--- src/rtl/contador_programa.sv ---
// contador_programa: program counter and subroutine sequencer.
// Produces the instruction address every cycle and drives an external
// return-address stack (activa/push/entradaDatos). The stack has no reset
// and no full/empty flags, so nesting depth is tracked here and the
// sequencer halts in ERROR on overflow or underflow.
// Optional interrupt support (irq, inst_reti, VECTOR_IRQ, mask bit) is
// compiled in when the macro INTERRUPCION_EN is defined.
module contador_programa #(
  parameter int ANCHO_PC        = 10,
  parameter int PROFUNDIDAD     = 511,
  parameter int VECTOR_REINICIO = 0,
`ifdef INTERRUPCION_EN
  parameter int VECTOR_IRQ      = 4,
`endif
  localparam int ANCHO_PROF     = $clog2(PROFUNDIDAD + 1)
) (
  input  logic                  clk,
  input  logic                  reset,
  input  logic                  habilita,
  input  logic                  inst_salto,
  input  logic                  inst_call,
  input  logic                  inst_ret,
`ifdef INTERRUPCION_EN
  input  logic                  irq,
  input  logic                  inst_reti,
`endif
  input  logic [ANCHO_PC-1:0]   dir_salto,
  input  logic [ANCHO_PC-1:0]   pila_salida,
  output logic [ANCHO_PC-1:0]   pc,
  output logic                  pc_valido,
  output logic                  pila_activa,
  output logic                  pila_push,
  output logic [ANCHO_PC-1:0]   pila_dato,
  output logic [ANCHO_PROF-1:0] profundidad,
  output logic [1:0]            error_pila
);

  typedef enum logic [1:0] {
    EST_INICIO  = 2'd0,
    EST_EJECUTA = 2'd1,
    EST_ERROR   = 2'd2
  } estado_t;

  // One decoded action per cycle; shared by next-state and output logic.
  typedef enum logic [2:0] {
    ACC_NINGUNA     = 3'd0,
    ACC_INC         = 3'd1,
    ACC_SALTO       = 3'd2,
    ACC_CALL        = 3'd3,
    ACC_RET         = 3'd4,
    ACC_IRQ         = 3'd5,
    ACC_DESBORDE    = 3'd6,
    ACC_SUBDESBORDE = 3'd7
  } accion_t;

  estado_t               r_estado;
  estado_t               w_estado_sig;
  accion_t               w_accion;
  logic [ANCHO_PC-1:0]   r_pc;
  logic [ANCHO_PC-1:0]   w_pc_sig;
  logic [ANCHO_PC-1:0]   w_pc_mas1;
  logic                  r_pc_valido;
  logic [ANCHO_PROF-1:0] r_prof;
  logic [ANCHO_PROF-1:0] w_prof_sig;
  logic [1:0]            r_error;
  logic [1:0]            w_error_sig;
  logic                  w_lleno;
  logic                  w_vacio;
  logic                  w_ret;
  logic                  w_irq;

  assign w_pc_mas1 = r_pc + {{(ANCHO_PC-1){1'b0}}, 1'b1};
  assign w_lleno   = (r_prof == ANCHO_PROF'(PROFUNDIDAD));
  assign w_vacio   = (r_prof == {ANCHO_PROF{1'b0}});

`ifdef INTERRUPCION_EN
  logic r_mascara;

  assign w_ret = inst_ret | inst_reti;
  assign w_irq = irq & ~r_mascara;

  // Interrupt mask: set on interrupt entry, cleared by reti or reset.
  always_ff @(posedge clk) begin
    if (reset) begin
      r_mascara <= 1'b0;
    end else if (w_accion == ACC_IRQ) begin
      r_mascara <= 1'b1;
    end else if (w_accion == ACC_RET && inst_reti) begin
      r_mascara <= 1'b0;
    end else begin
      r_mascara <= r_mascara;
    end
  end
`else
  assign w_ret = inst_ret;
  assign w_irq = 1'b0;
`endif

  // Request decode: only EJECUTA with habilita=1 acts; priority irq > ret > call > salto.
  always_comb begin
    w_accion = ACC_NINGUNA;
    if (reset) begin
      w_accion = ACC_NINGUNA;
    end else if (r_estado == EST_EJECUTA && habilita) begin
      if (w_irq) begin
        w_accion = w_lleno ? ACC_DESBORDE : ACC_IRQ;
      end else if (w_ret) begin
        w_accion = w_vacio ? ACC_SUBDESBORDE : ACC_RET;
      end else if (inst_call) begin
        w_accion = w_lleno ? ACC_DESBORDE : ACC_CALL;
      end else if (inst_salto) begin
        w_accion = ACC_SALTO;
      end else begin
        w_accion = ACC_INC;
      end
    end else begin
      w_accion = ACC_NINGUNA;
    end
  end

  // FSM state register.
  always_ff @(posedge clk) begin
    if (reset) begin
      r_estado <= EST_INICIO;
    end else begin
      r_estado <= w_estado_sig;
    end
  end

  // FSM next state: INICIO lasts one cycle, ERROR is left only through reset.
  always_comb begin
    w_estado_sig = r_estado;
    case (r_estado)
      EST_INICIO: w_estado_sig = EST_EJECUTA;
      EST_EJECUTA: begin
        if (w_accion == ACC_DESBORDE || w_accion == ACC_SUBDESBORDE) begin
          w_estado_sig = EST_ERROR;
        end else begin
          w_estado_sig = EST_EJECUTA;
        end
      end
      EST_ERROR: w_estado_sig = EST_ERROR;
      default:   w_estado_sig = EST_ERROR;
    endcase
  end

  // FSM outputs: stack controls and next values of pc, depth and error flags.
  always_comb begin
    pila_activa = 1'b0;
    pila_push   = 1'b0;
    pila_dato   = w_pc_mas1;
    w_pc_sig    = r_pc;
    w_prof_sig  = r_prof;
    w_error_sig = r_error;
    case (w_accion)
      ACC_INC:   w_pc_sig = w_pc_mas1;
      ACC_SALTO: w_pc_sig = dir_salto;
      ACC_CALL: begin
        pila_activa = 1'b1;
        pila_push   = 1'b1;
        w_pc_sig    = dir_salto;
        w_prof_sig  = r_prof + ANCHO_PROF'(1);
      end
      ACC_IRQ: begin
        // The interrupted instruction itself is resumed, so push pc, not pc+1.
        pila_activa = 1'b1;
        pila_push   = 1'b1;
        pila_dato   = r_pc;
`ifdef INTERRUPCION_EN
        w_pc_sig    = ANCHO_PC'(VECTOR_IRQ);
`else
        w_pc_sig    = r_pc;
`endif
        w_prof_sig  = r_prof + ANCHO_PROF'(1);
      end
      ACC_RET: begin
        // pila_salida already shows the top of stack; no wait state needed.
        pila_activa = 1'b1;
        pila_push   = 1'b0;
        w_pc_sig    = pila_salida;
        w_prof_sig  = r_prof - ANCHO_PROF'(1);
      end
      ACC_DESBORDE:    w_error_sig = r_error | 2'b01;
      ACC_SUBDESBORDE: w_error_sig = r_error | 2'b10;
      default: begin
        w_pc_sig    = r_pc;
        w_prof_sig  = r_prof;
        w_error_sig = r_error;
      end
    endcase
  end

  // Datapath registers: pc, valid flag, nesting depth and sticky error flags.
  always_ff @(posedge clk) begin
    if (reset) begin
      r_pc        <= ANCHO_PC'(VECTOR_REINICIO);
      r_pc_valido <= 1'b0;
      r_prof      <= {ANCHO_PROF{1'b0}};
      r_error     <= 2'b00;
    end else begin
      r_pc        <= w_pc_sig;
      r_pc_valido <= (w_estado_sig == EST_EJECUTA);
      r_prof      <= w_prof_sig;
      r_error     <= w_error_sig;
    end
  end

  assign pc          = r_pc;
  assign pc_valido   = r_pc_valido;
  assign profundidad = r_prof;
  assign error_pila  = r_error;

endmodule

--- config.mk ---
export PLATFORM = sky130hd
export DESIGN_NAME = contador_programa
export DESIGN_NICKNAME = d
export VERILOG_FILES = /design/src/rtl/contador_programa.sv
export SDC_FILE = /design/constraint.sdc
export NUM_CORES = 1
export LEC_CHECK = 0
export ABC_AREA = 1
export CORE_ASPECT_RATIO = 0.5
export CORE_MARGIN = 1
export CORE_UTILIZATION = 42
export DETAILED_ROUTE_END_ITERATION = 7
export GPL_TIMING_DRIVEN = 0
export MAX_ROUTING_LAYER = met4
export PLACE_DENSITY = 0.77
export SYNTH_ARGS = -nofsm -noshare
export SYNTH_HDL_FRONTEND = slang
export SYNTH_SLANG_ARGS = --single-unit
export TNS_END_PERCENT = 30
--- constraint.sdc ---
create_clock -name clk -period 2.7 [get_ports clk]
set_clock_uncertainty 0.1 [all_clocks]
set_input_delay 0.81 -clock clk [delete_from_list [all_inputs] [get_ports clk]]
set_output_delay 0.81 -clock clk [all_outputs]
set_load 0.05 [all_outputs]
==> results of run 1 <==
area by class of cell:
type	count	share of cell area
buffer	9	0.0206
tap	54	0.0218
sequential	24	0.157
timing repair buffer	100	0.298
multi-input combinational	225	0.442
clock buffer	4	0.0178
inverter	33	0.0432
layer usage:
metal / up-vias / track usage / share of wire
met3: 30 / 0.0487 / 0.055
li1: 1128 / - / -
met4: 0 / 0.121 / 0.037
met1: 1095 / 0.295 / 0.40
met5: - / - / 0
met2: 109 / 0.482 / 0.51
per-stage QoR:
stage | TNS, ns | std cells | hold slack, ns | setup slack (ns)
after detailed placement | -9.60 | 404 | 0.342 | -1.29
after floorplan | -0.578 | 291 | 0.359 | -0.205
after global placement | -8.73 | 404 | 0.340 | -1.29
after global routing | -1.73 | 449 | 0.388 | -0.281
final | -0.852 | 449 | 0.358 | -0.134
after CTS | -0.0658 | 440 | 0.351 | -0.0485
logic make-up (layout without fill, tap and decap cells):
group / count (synthesis) / in the layout / share of synthesized area
fa+ha+maj: 9 / 9 / 0.0660
simple gates: 181 / 181 / 0.442
xor+xnor: 14 / 14 / 0.0674
flops: 24 / 24 / 0.264
compound gates: 21 / 21 / 0.0640
buf+inv: 42 / 146 / 0.0963
power by group:
part | total [mW] | switching [mW] | leakage (nW) | internal, mW
clock network | 0.248 | 0.118 | 0.0288 | 0.130
registers | 0.390 | 0.0191 | 0.197 | 0.371
logic | 0.384 | 0.230 | 1.26 | 0.154
state kept, by name, indices dropped and copies added (netlist names):
| signal | cells |
|---|---|
| error_pila | 2 |
| pc | 10 |
| r_estado | 2 |
| profundidad | 9 |
| pc_valido | 1 |
cell usage in the layout (no fill, tap or decap), types with 2 or more instances in the layout:
cell type,n
dfxtp_2,4
nand3_1,15
buf_6,3
nand2_1,80
buf_2,4
nand3_2,4
nand4_1,13
ha_1,2
inv_4,2
clkbuf_8,4
a31oi_1,2
a21oi_1,10
dfxtp_1,20
nand2_8,2
buf_8,4
nand2_4,3
inv_2,3
inv_1,27
nor2_1,48
buf_4,40
dlygate4sd2_1,3
xor2_1,11
xor2_2,2
nand2_2,6
nor2_2,2
nor2_4,2
a21oi_2,6
clkdlybuf4s15_2,2
clkdlybuf4s50_1,43
ha_4,5
nand3b_1,2
clkbuf_1,5
worst max-delay path by stage:
stage,end,cells past startpoint
finish,profundidad[8]$_SDFFE_PP0P_,19
global route,profundidad[8]$_SDFFE_PP0P_,18
CTS,pila_activa,11
detailed placement,pila_activa,11
global placement,pila_activa,11
floorplan,pila_dato[7],4
worst min-delay path, delay by kind of cell, from the launching register on:
kind / cells / cell delay (ns)
flip-flops: 1 / 0.32
AO/OA/AOI/OAI: 1 / 0.05
buffers and inverters: 1 / 0.05
repair_timing:
item                                    4_1_cts  5_1_grt
pin swaps                                    15       15
buffers inserted                             32        8
hold buffers                                  0        0
endpoints found under the setup margin       18       21
hold endpoints to repair                      0        0
gates cloned                                  0        1
gates resized for setup                      85       25
==> run summary, run 1 <==
Status = finished with violations
Failing checks = setup timing
Mapped Nets = 326
Gpl congestion = 0.846
Core Util, Final = 0.770
# DRC = 0
RSZ-0062 raised after global routing = true
Max stage delay on crit path = 0.40 ns
Fin nets = 431
Final antenna-violating net count = 0
Worst Setup SP = profundidad[5]$_SDFFE_PP0P_
Starting Density = 0.452
Core area = 0.00402 mm2
Synth async-reset ratio = 0
Clock Latency Late Sink = 0.27 ns
Final setup violation count = 12
Crit path DAT = 2.90 ns
Relative slew slack = 0.628
Drt pass-1 iters = 5
Chip Height = 48.5 um
Worst reg2reg endpoint = profundidad[8]$_SDFFE_PP0P_
Tmin final = 2.83 ns
Most common cell on crit path = nand2_1
Max Clk Rate = 353 MHz
Leakage power = 1.48 nW
Max-cap viol count = 0
Netlist cell types = 26
Synth Area per Inst = 6.25 um2
EDFF count, synth = 0
Crit path capture type = flip-flop
Seq/Total Area, Yosys = 0.264
CTS H-Tree Depth = 1
Power Dens Cells = 330 mW/mm2
Critical path's top delay family = simple AND/OR/NAND/NOR gates
Final worst slack = -0.134 ns
Dpl hpwl = 3640 um
Commonest cells in the netlist = nand2_1 (85), nor2_1 (50), inv_1 (28)
Warnings, synthesis = 0
First DRT Iteration DRCs = 143
Worst-path clk slew = 0.09 ns
Min-delay src = error_pila[0]$_SDFFE_PP0P_
Mapped Area = 0.00182 mm2
Register Area = 485 um2
Die area = 0.00461 mm2
Area of the multi-input gates = 0.00137 mm2
Hold/Removal Path Class = flip-flop to flip-flop
Largest net degree at the start of global routing = 14
Hold Vio Cnt, Final = 0
Layout cells sized above 1 = 0.273
Cell with the most instances after synthesis = nand2_1
Initial antenna violation count = 0
DP Area = 0.00251 mm2
Reg-to-Reg Start = profundidad[5]$_SDFFE_PP0P_
Total Routed Length = 6710 um
Hold Crit Depth = 2
Ys flop type = dfxtp_1
Worst path required time = 2.77 ns
WL/cell = 14.9 um
Top cell type's share of synthesized area = 0.264
Critical path's slowest cell = dfxtp_1
Peak VDD IR = 0.207 mV
Die W = 95.1 um
Largest cells by area after synthesis = dfxtp_1 (26%), nand2_1 (18%), nor2_1 (10%)
Rows = 16
Seq cells post-synth = 24
Ports = 60
CTS tree = built
P&R area growth vs syn = 70.2%
CTS max path bufs = 2
Startpoint Class = flip-flop
Min-Delay Endpoint = error_pila[0]$_SDFFE_PP0P_
Final Cell Area = 0.00310 mm2
Worst R2R Path Depth = 19
Clock root cell = clkbuf_8
FF-to-FF setup slack = -0.13 ns
Setup CP Type = flip-flop to flip-flop
Slew Viols, Final = 0
Cells along the critical path = nor2_1, nand2_1, nor2_1, nand2_1, nand2_1, nand2_2, nand2_4, inv_6, clkbuf_16, buf_4, ha_4, nand2_1, nor2_1, nand2_1, o211ai_1, nand3b_1, nand3_1, nand2_1, nor2_1
Total global routing overflow = 0
GRT Total Usage = 0.272
Vias = 2,362
Vias in the first global route = 2,158
Crit-path max FO = 6
N_diodes = 0
Final period util = 1.05
TritonCTS Buffers = 3
Mapped Cells = 291
Cell taking the most area after synthesis = dfxtp_1
Port-buffer cells = 59
Fillers = 261
Pwr Total = 1.02 mW
Clk sinks = 24
Drt via density = 5.26
Buf+Inv Stages, Crit Path = 3
First-pass GRT wire length = 9530 um
Worst-margin pin slew = 0.558 ns
No activity file was read; power rests on OpenSTA's default activity.
==> run 2, diff against run 1 <==
--- a/config.mk
+++ b/config.mk
@@ -13,6 +13,7 @@
 export GPL_TIMING_DRIVEN = 0
 export MAX_ROUTING_LAYER = met4
 export PLACE_DENSITY = 0.77
+export SLEW_MARGIN = 30
 export SYNTH_ARGS = -nofsm -noshare
 export SYNTH_HDL_FRONTEND = slang
 export SYNTH_SLANG_ARGS = --single-unit
==> constraint.sdc (replaced) <==
create_clock -name clk -period 2.7 [get_ports clk]
set_clock_uncertainty 0.1 [all_clocks]
set_input_delay 0.27 -clock clk [delete_from_list [all_inputs] [get_ports clk]]
set_output_delay 0.27 -clock clk [all_outputs]
set_load 0.05 [all_outputs]
==> run summary, run 2 (same netlist as run 1, synthesis figures left out) <==
Rows = 16
CTS tree = built
Largest net degree at the start of global routing = 18
GRT Total Usage = 0.219
TritonCTS Buffers = 3
Ports = 60
Relative slew slack = 0.656
Peak VDD IR = 0.190 mV
Tmin final = 2.59 ns
Setup CP Type = primary input to output pin
Chip Height = 48.5 um
Max Clk Rate = 386 MHz
Die W = 95.1 um
# DRC = 0
Drt via density = 4.92
Final antenna-violating net count = 0
Drt pass-1 iters = 5
Min-Delay Endpoint = error_pila[1]$_SDFFE_PP0P_
Crit path capture type = output pin
Status = complete, no violations
Gpl congestion = 0.858
Flip-flop count of the largest register after layout = 10
Total global routing overflow = 0
Cells after DPL = 404
Starting Density = 0.452
First DRT Iteration DRCs = 50
FF-to-FF setup slack = 0.14 ns
Crit path DAT = 2.22 ns
Critical path's top delay family = buffers and inverters
Layout cells sized above 1 = 0.133
Critical path's slowest cell = clkdlybuf4s50_1
Hold Crit Depth = 2
Port-buffer cells = 59
Worst R2R Path Depth = 16
Reg-to-Reg Start = profundidad[4]$_SDFFE_PP0P_
Vias in the first global route = 1,817
Commonest non-fill, non-tap cells in the layout = nand2_1 (83), clkdlybuf4s50_1 (51), nor2_1 (50)
Commonest non-fill, non-tap cell in the layout = nand2_1
Die area = 0.00461 mm2
Core area = 0.00402 mm2
Hold Vio Cnt, Final = 0
Fin nets = 397
Initial antenna violation count = 0
Worst Setup SP = inst_ret
Leakage power = 1.33 nW
Worst reg2reg endpoint = profundidad[8]$_SDFFE_PP0P_
Worst path required time = 2.33 ns
Min-delay src = reset
Hold/Removal Path Class = primary input to flip-flop
Dpl hpwl = 3600 um
Crit-path max FO = 10
Pwr Total = 1.04 mW
Cells along the critical path = clkdlybuf4s50_1, inv_2, nand3_1, nand3_2, nor2_4, nand2_4, nand2_4, dlygate4sd2_1
Power Dens Cells = 381 mW/mm2
CTS H-Tree Depth = 1
WL/cell = 12.0 um
First-pass GRT wire length = 7880 um
Total Routed Length = 4980 um
Max-cap viol count = 0
Worst-path clk slew = 0.09 ns
P&R area growth vs syn = 50.3%
Final period util = 0.961
Cts hold-fix bufs = 0
Non-filler cells, final = 415
CTS max path bufs = 2
N_diodes = 0
Buf+Inv Stages, Crit Path = 3
Slew Viols, Final = 0
Worst-margin pin slew = 0.515 ns
Clk sinks = 24
Max stage delay on crit path = 0.58 ns
Clock Latency Late Sink = 0.27 ns
Most common cell on crit path = nand2_4
Clock root cell = clkbuf_8
Final TNS setup = 0 ns
Startpoint Class = primary input
Vias = 2,042
Final setup violation count = 0
## run 2: changes by cell type in the layout (fill, tap and decap cells not counted), moves of 4 or more
cell and delta:
buf_4 -34, clkdlybuf4s50_1 +8, buf_8 -4, a21oi_1 +5
a21oi_2 -5, dfxtp_1 -5
## run 2: layout make-up
cell class / count / area, um2
Clock buffer: 3 / 41.3
Inverter: 33 / 129
Buffer: 9 / 60.1
Tap cell: 54 / 67.6
Sequential cell: 24 / 497
Clock inverter: 1 / 30.0
Fill cell: 343 / 1290
Multi-Input combinational cell: 225 / 1240
Timing Repair Buffer: 66 / 666
## run 2: through the flow
| stage | instance area (um2) | util | setup WS, ns | hold WS [ns] |
|---|---|---|---|---|
| after floorplan | 1830 | - | 0.0262 | 0.239 |
| after global placement | 2490 | 0.618 | -0.363 | 0.340 |
| after detailed placement | 2490 | 0.618 | -0.414 | 0.341 |
| after CTS | 2610 | 0.649 | 0.0393 | 0.354 |
| after global routing | 2730 | 0.679 | -0.0103 | 0.187 |
| final | 2730 | 0.679 | 0.106 | 0.175 |
## run 2: worst max-delay path by stage
stage,to,cells past startpoint
after floorplan,pc[8]$_SDFFE_PP0P_,9
after global placement,profundidad[8]$_SDFFE_PP0P_,18
after detailed placement,profundidad[8]$_SDFFE_PP0P_,18
after CTS,profundidad[8]$_SDFFE_PP0P_,16
after global routing,profundidad[8]$_SDFFE_PP0P_,18
final,pila_activa,8
## run 2: power by group
part / leakage [nW] / internal, mW / total [mW] / switching (mW)
Sequential: 0.201 / 0.369 / 0.386 / 0.0172
Combinational: 1.09 / 0.127 / 0.331 / 0.204
Clock: 0.0357 / 0.198 / 0.324 / 0.126
## run 2: what timing repair did
item,CTS,global route
resized for setup,10,16
setup endpoints to repair,7,7
buffers inserted,2,4
pin swaps,1,4
cloned,0,1
## run 2: metal layers
layer / GRT usage / routed length (um) / up-vias
li1: - / - / 1063
met1: 0.267 / 2300 / 913
met2: 0.393 / 2400 / 64
met3: 0.0330 / 262 / 2
met4: 0.0227 / 17 / 0
met5: - / 0 / -
